===== src/rtl/segdac_multi_driver.sv =====
// Front-end for NUM_CH segmented current-steering DACs: bias power-up sequencing,
// pixel/ramp source selection and a 2-stage binary-to-thermometer segment encoder.
//
// state | meaning
// OFF   | powered down, all biases off
// B1    | bias1 on, settling for BIAS_DLY cycles
// B2    | bias1..2 on, settling for BIAS_DLY cycles
// B3    | bias1..3 on, settling for BIAS_DLY cycles
// RUN   | fully biased, switch outputs live
module segdac_multi_driver #(
  parameter int NUM_CH    = 3,
  parameter int SEGS      = 4,
  parameter int SEG_W     = 2,
  parameter int BIAS_DLY  = 4,
  parameter int RAMP_STEP = 64
) (
  input  logic                                       clk,
  input  logic                                       rst_n,
  input  logic                                       en,
  input  logic [1:0]                                 mode,
  input  logic [NUM_CH-1:0]                          ch_mask,
  input  logic                                       pix_valid,
  input  logic [NUM_CH*SEGS*SEG_W-1:0]               pix_data,
  output logic [NUM_CH*SEGS*((1<<SEG_W)-1)-1:0]      dac_sw,
  output logic [NUM_CH*3-1:0]                        bias,
  output logic                                       ready,
  output logic                                       out_valid
);

  localparam int CW    = SEGS * SEG_W;
  localparam int TW    = (1 << SEG_W) - 1;
  localparam int DW    = NUM_CH * CW;
  localparam int SW    = NUM_CH * SEGS * TW;
  localparam int CNT_W = $clog2(BIAS_DLY + 1);

  localparam logic [CNT_W-1:0] DLY_M1 = CNT_W'(BIAS_DLY - 1);

  localparam logic [2:0] S_OFF = 3'd0;
  localparam logic [2:0] S_B1  = 3'd1;
  localparam logic [2:0] S_B2  = 3'd2;
  localparam logic [2:0] S_B3  = 3'd3;
  localparam logic [2:0] S_RUN = 3'd4;

  logic [2:0]       state_q, state_d;
  logic [CNT_W-1:0] cnt_q, cnt_d;
  logic [CW-1:0]    ramp_q, ramp_d;
  logic [DW-1:0]    d1_q, d1_d;
  logic             v1_q, v1_d;
  logic [SW-1:0]    sw_q, sw_d;
  logic             v2_q, v2_d;
  logic [SW-1:0]    enc;
  logic [2:0]       bias_stage;
  logic             run;

  // Stage timer is a down-counter; leaving a bias stage on terminal count 0.
  always_comb begin
    state_d = state_q;
    cnt_d   = cnt_q;
    if (!en) begin
      state_d = S_OFF;
      cnt_d   = '0;
    end else begin
      case (state_q)
        S_OFF: begin
          state_d = S_B1;
          cnt_d   = DLY_M1;
        end
        S_B1, S_B2, S_B3: begin
          if (cnt_q == '0) begin
            state_d = (state_q == S_B1) ? S_B2 : (state_q == S_B2) ? S_B3 : S_RUN;
            cnt_d   = (state_q == S_B3) ? '0 : DLY_M1;
          end else begin
            cnt_d = cnt_q - 1'b1;
          end
        end
        S_RUN: state_d = S_RUN;
        default: begin
          state_d = S_OFF;
          cnt_d   = '0;
        end
      endcase
    end
  end

  always_comb begin
    case (state_q)
      S_B1:         bias_stage = 3'b001;
      S_B2:         bias_stage = 3'b011;
      S_B3, S_RUN:  bias_stage = 3'b111;
      default:      bias_stage = 3'b000;
    endcase
    for (int c = 0; c < NUM_CH; c++) begin
      bias[c*3 +: 3] = ch_mask[c] ? bias_stage : 3'b000;
    end
  end

  assign run   = (state_q == S_RUN);
  assign ready = run;

  // Stage 1: source select. Hold mode keeps the register but emits no valid.
  always_comb begin
    d1_d   = d1_q;
    v1_d   = 1'b0;
    ramp_d = ramp_q;
    if (pix_valid) begin
      case (mode)
        2'd0: begin
          d1_d = pix_data;
          v1_d = 1'b1;
        end
        2'd1: begin
          for (int c = 0; c < NUM_CH; c++) begin
            d1_d[c*CW +: CW] = ramp_q + CW'(c * RAMP_STEP);
          end
          v1_d   = 1'b1;
          ramp_d = ramp_q + 1'b1;
        end
        2'd3: begin
          d1_d = '0;
          v1_d = 1'b1;
        end
        default: v1_d = 1'b0;
      endcase
    end
  end

  always_comb begin
    enc = '0;
    for (int g = 0; g < NUM_CH * SEGS; g++) begin
      for (int j = 0; j < TW; j++) begin
        enc[g*TW + j] = (j < int'(d1_q[g*SEG_W +: SEG_W]));
      end
    end
  end

  // Stage 2 is cleared outside RUN so pre-RUN data can never surface later.
  always_comb begin
    v2_d = v1_q;
    if (state_d != S_RUN) begin
      sw_d = '0;
    end else if (v1_q) begin
      sw_d = enc;
    end else begin
      sw_d = sw_q;
    end
  end

  always_comb begin
    for (int c = 0; c < NUM_CH; c++) begin
      dac_sw[c*SEGS*TW +: SEGS*TW] = (run && ch_mask[c]) ? sw_q[c*SEGS*TW +: SEGS*TW] : '0;
    end
  end

  assign out_valid = v2_q && run;

  always_ff @(posedge clk) begin
    if (!rst_n) begin
      state_q <= S_OFF;
      cnt_q   <= '0;
      ramp_q  <= '0;
      d1_q    <= '0;
      v1_q    <= 1'b0;
      sw_q    <= '0;
      v2_q    <= 1'b0;
    end else begin
      state_q <= state_d;
      cnt_q   <= cnt_d;
      ramp_q  <= ramp_d;
      d1_q    <= d1_d;
      v1_q    <= v1_d;
      sw_q    <= sw_d;
      v2_q    <= v2_d;
    end
  end

endmodule


===== config.mk =====
export PLATFORM = sky130hd
export DESIGN_NAME = segdac_multi_driver
export DESIGN_NICKNAME = d
export VERILOG_FILES = /design/src/rtl/segdac_multi_driver.sv
export SDC_FILE = /design/constraint.sdc
export NUM_CORES = 1
export LEC_CHECK = 0
export CORE_MARGIN = 3
export CORE_UTILIZATION = 51
export CTS_CLUSTER_SIZE = 24
export DETAILED_ROUTE_END_ITERATION = 16
export PLACE_DENSITY = 0.8
export SETUP_SLACK_MARGIN = 0.3
export SYNTH_ARGS = -nofsm -noshare
export SYNTH_HDL_FRONTEND = slang
export SYNTH_SLANG_ARGS = --single-unit

===== constraint.sdc =====
create_clock -name clk -period 2.4 [get_ports clk]
set_clock_uncertainty 0.2 [all_clocks]
set_input_delay 0.6 -clock clk [delete_from_list [all_inputs] [get_ports clk]]
set_output_delay 0.6 -clock clk [all_outputs]
set_load 0.05 [all_outputs]

==> impl_metrics.toml <==
[floorplan]
row_count = 30
top_level_ports = 80
dieArea_um2 = 8170
die_h_um = 90.4
die-width_um = 90.4
coreArea_um2 = 6830
start_util_pct = 53.2

[layout]
finish.instance_area_um2 = 5850
stdcell_count = 586
syn_to_final_growth_pct = 61.1
finish.utilization_pct = 85.6
fillCellCount = 329
fin_nets = 521
drive_above_1_share_pct = 36.9
seq_area_um2 = 1530
diodes = 0
multi_input_area_um2 = 2270

[logic_synthesis]
yosys.area.top_type = "dfxtp_1"
synthTopCellsByArea = "dfxtp_1 (42%), and3_1 (6.5%), nor2b_1 (6.2%)"
synth_edf_count = 0
synthMostInstantiatedCell = "dfxtp_1"
yosysSeqAreaShare_pct = 41.9
netlist_area_um2 = 3630
syn_inst = 399
yosysWarnings = 0
syn_avg_cell_area_um2 = 9.10
synth_seq_cells = 76
synth_top_area_share_pct = 41.9
ys_types = 43
synth_nets = 435
ys_top_cells_by_count = "dfxtp_1 (76), nor3_1 (39), and3_1 (38)"
ys.flop_type = "dfxtp_1"
synthArstFlopShare_pct = 0

[routing]
routed_via_density = 6.21
wl_um = 12500
wl_per_cell_um = 21.3
drt_iter0_drc = 221
drtPass1Iterations = 5
drtAntennaViolNets = 0
drcViolationCount = 0
vias = 3638

[cts]
clk-insertion-delay-late_ns = 0.35
root_buffer = "clkbuf_8"
holdBufCountCts = 0
htree_levels = 3
path_clk_slew_ns = 0.09
cts.path.max_buffers = 2
cts_sinks = 76
cts_tree = "yes"
cts_buffers = 9

[placement]
dpl_worst_slack_ns = 0.00416
hpwl_um = 6990
place_congestion = 0.860
portBuffers = 79
dp.cells = 559
dpl_cell_area_um2 = 5270

[sta]
min_period_ns = 2.50
slew_headroom_pct = 44.8
fin_crit_sh_pct = 104
setup_ws_ns = -0.0969
holdWs_ns = 0.344
fmax_mhz = 400
hold_viol = 0
grt_setup_unrepaired = "true"
tightest_slew_ns = 0.827
setup_viol = 40
finalMaxSlewViolations = 0

[worst_setup_path]
critPathKind = "reg2out"
path_buf_inv = 3
cp_max_fo = 5
crit_family = "buffers and inverters"
crit_start = "state_q[2]"
endpoint_kind = "output pin"
critPathLaunchType = "flip-flop"
worst_path_most_repeated_cell = "buf_12"
required_ns = 1.60
cp_slowest_cell = "dfxtp_2"
r2r_start = "cnt_q[0]"
cp_cell_sequence = "nor3b_4 > buf_6 > buf_12 > a21o_1 > and2_4 > buf_12"
crit_arrival_ns = 1.70
max_stage_delay_ns = 0.36

[grt]
grt_pass1_wl_um = 17200
antenna_found_initial = 0
grt.overflow.total = 0
track_usage_pct = 25.8
grt_pass1_vias = 3429
grt_start_max_net_pins = 43

[status]
status = "finished with violations"
violations = "setup timing"

[pwr]
peakVddDrop_v = 0.000405
p_leak_nw = 2.14
powerDensity_nw_per_um2 = 467

[hold_path]
hold_path_class = "reg2reg"
hp-start = "sw_q[16]"

[run]
maxCapViolations = 0
worst reg2reg max path, stage by stage (launching register included):
cell and delay, ns:
dfxtp_1 0.34, inv_1 0.12, ha_2 0.26, nor2b_2 0.39, a31oi_4 0.34, nor3_1 0.32
state kept, by name (all words and copies together), names as in the netlist:
register and count:
state_q 3, v1_q 1, sw_q 36, ramp_q 8, cnt_q 3, v2_q 1, d1_q 24
power by group:
part,internal (W),switching [W]
logic,0.000193,0.000178
registers,0.00129,0.0000454
clock network,0.000517,0.000501
total,0.00201,0.000724
worst paths after layout:
kind,slack (ns),cells after the start,to
hold / removal,0.34,2,sw_q[16]
hold reg to reg,0.34,2,sw_q[16]
setup reg to reg,0.32,5,sw_q[28]
setup / recovery,-0.1,6,bias[5]
layout make-up:
| type | instances | area share, % |
|---|---|---|
| timing repair buffer | 111 | 29.2 |
| inverter | 5 | 0.321 |
| tap | 96 | 2.05 |
| sequential | 76 | 26.1 |
| clock inverter | 6 | 1.24 |
| multi-input combinational | 282 | 38.8 |
| clock buffer | 10 | 2.35 |
cell usage in the layout (no fill, tap or decap), types with 4 or more instances in the layout:
cell type,instances
o21ai_0,4
dfxtp_2,4
and2_1,4
or3_1,4
nor3_1,26
buf_12,55
nand3_1,6
o221a_1,7
inv_1,5
a21oi_1,6
clkdlybuf4s50_1,29
a21boi_1,5
a31oi_1,12
and3_4,34
clkbuf_8,10
nor3_2,13
buf_6,5
o221a_2,13
nand2b_1,19
o22ai_1,12
mux2i_1,14
dfxtp_1,72
buf_4,15
nor2b_1,32
nand3b_1,9
and2_4,7
repair_timing:
item,4_1_cts,5_1_grt
buffers inserted,1,4
endpoints found under the setup margin,84,86
pin swaps,42,13
hold endpoints to repair,0,0
cloned,2,4
resized for setup,34,15
through the flow:
| stage | setup TNS (ns) | total power (W) |
|---|---|---|
| final | -2.21 | 0.00273 |
| after global routing | -3.57 | 0.00281 |
| after global placement | 0 | 0.00168 |
| after CTS | -0.133 | 0.00271 |
| after detailed placement | 0 | 0.00169 |
| after floorplan | 0 | 0.00154 |
routing by layer:
metal,up-vias,GRT usage (%),part of all wire [%]
met1,1791,32.5,42
met2,176,44.4,50
li1,1641,-,-
met3,30,5.08,5.5
met5,-,0,0
met4,0,8.55,2.5
cells by family (layout without fill, tap and decap cells):
family | Yosys count | in the layout | share of synthesized area, %
xor gates and xnor gates | 5 | 5 | 1.21
muxes | 14 | 14 | 3.86
buffers and inverters | 42 | 132 | 4.82
and+or+nand+nor | 182 | 182 | 30.2
adders and majority gates | 3 | 3 | 1.03
DFF | 76 | 76 | 41.9
AOI/OAI and AO/OA | 77 | 78 | 17.0
Note: power is estimated with default switching activity, not from simulation.
==> RTL edit, RTL diff (same settings) <==
`BIAS_DLY`: 4 -> 8.
--- a/src/rtl/segdac_multi_driver.sv
+++ b/src/rtl/segdac_multi_driver.sv
@@ -11,7 +11,7 @@
   parameter int NUM_CH    = 3,
   parameter int SEGS      = 4,
   parameter int SEG_W     = 2,
-  parameter int BIAS_DLY  = 4,
+  parameter int BIAS_DLY  = 8,
   parameter int RAMP_STEP = 64
 ) (
   input  logic                                       clk,
Check against the original RTL: not equivalent (Yosys sat finds a counterexample within 10 cycles, from zero or initial values and one cycle with rst_n low).
==> RTL edit against the original RTL <==
The flow still finishes with violations (negative setup slack); critical path type unchanged; sequential power rose by 3%; critical endpoint is now dac_sw[17]; critical path depth rose by 1; synthesized area fell by 1.1%; routed wire length rose by 1.5%; total power rose by 10%; setup slack improved by 0.055 ns; sequential cell count rose by 1; via count fell by 1.0%; cell area fell by 2.2%; final cell count rose by 0.85%; non-clock buffer count fell by 1; synthesized cell count rose by 1.3%.
==> RTL edit: results (changes against the original RTL) <==
Outcome
  • Outcome: finished with violations
  • Failing checks: negative setup slack

Yosys
  • Synth Area in Adders: 0.0104 (+0.000112)
  • Mux cell area share after synthesis: 0.0390 (+0.000417)
  • Mapped Cells: 404 (+1.3%)
  • Syn nets: 440 (+1.1%)
  • Library cells used by synthesis: 44 (+2.3%)
  • Compound-gate portion of the synthesized area: 0.166 (-0.00374)
  • Most frequent cells after synthesis: dfxtp_1 (77), nor2_1 (42), and3_1 (37), nor2b_1 (24), clkbuf_1 (23)

Drt
  • Vias per cell: 6.09 (-1.9%)
  • Starting DRT DRC Count: 359 (+62%)
  • Vias after detailed routing: 3601 (-1.0%)

Cells and area
  • Clk_buf instances: 11 (+1)
  • Multi-input gates: 285 (+1.1%)
  • Nonclk buf count: 110 (-0.90%)
  • Syn-to-layout area delta: 59.3%
  • Buffering overhead: 0.290 (-0.00187)
  • Multi-input combinational area share: 0.367 (-0.0212)
  • Fillers: 286 (-13%)
  • Seq_cells: 77 (+1.3%)

Worst setup path
  • CP startpoint: state_q[1]
  • Crit-path slowest cell: dfxtp_4
  • FF-to-FF Start: cnt_q[1]
  • CP Data Arrival Time: 1.64 ns (-0.06 ns)
  • CP Max Fanout: 6 (+1)

Global routing
  • Vias in the first global route: 3413 (-0.47%)

Placement
  • HPWL after DPL: 6820 um (-2.3%)
  • Placed Cells: 560 (+0.18%)
  • Pre-CTS setup slack: -0.0310 ns (-0.0352 ns)
  • Post-DP Area: 5080 um^2 (-3.7%)

Timing
  • Final Setup Violations: 8 (-80%)
  • Setup ws final: -0.0415 ns (+0.0554 ns)
==> RTL edit: cell count changes in the layout (fill, tap and decap cells not counted), moves of 8 or more <==
cell | before | now
a21oi_1 | 6 | 19
a31oi_1 | 12 | 0
nand2_1 | 3 | 21
nand3b_1 | 9 | 0
nor2_1 | 2 | 41
nor2b_1 | 32 | 23
nor3_1 | 26 | 3
nor3_2 | 13 | 0
o22ai_1 | 12 | 4
==> RTL edit: timing repair <==
action | 4_1_cts | 5_1_grt
setup endpoints to repair | 62 | 81
gates resized for setup | 39 | 26
hold buffers | 0 | 0
buffers inserted | 7 | 6
pin swaps | 4 | 11
cloned | 2 | 1
==> RTL edit: power by group <==
| group | leakage (nW) | switching (W) | internal [W] | total [W] |
|---|---|---|---|---|
| Sequential | 0.629 | 0.0000623 | 0.00132 | 0.00138 |
| Clock | 0.125 | 0.000478 | 0.000740 | 0.00122 |
| Combinational | 1.44 | 0.000202 | 0.000207 | 0.000409 |
==> RTL edit: worst paths after layout <==
path / endpoint / slack (ns) / cells after the start
worst min-delay path: sw_q[34] / 0.29 / 2
worst max register to register: sw_q[15] / 0.39 / 7
worst min register to register: sw_q[34] / 0.29 / 2
worst max-delay path: dac_sw[17] / -0.04 / 7
==> RTL edit: routing by layer <==
| metal | global-route usage | vias up | part of all wire |
|---|---|---|---|
| met5 | 0 | - | 0 |
| met4 | 0.134 | 0 | 0.039 |
| met3 | 0.0568 | 45 | 0.075 |
| met2 | 0.475 | 223 | 0.49 |
| met1 | 0.330 | 1733 | 0.40 |
| li1 | - | 1600 | - |
==> RTL edit: logic make-up after synthesis <==
family	after synthesis
compound gates	73
xor+xnor	9
fa+ha+maj	3
flops	77
simple gates	186
mux	14
buf+inv	42
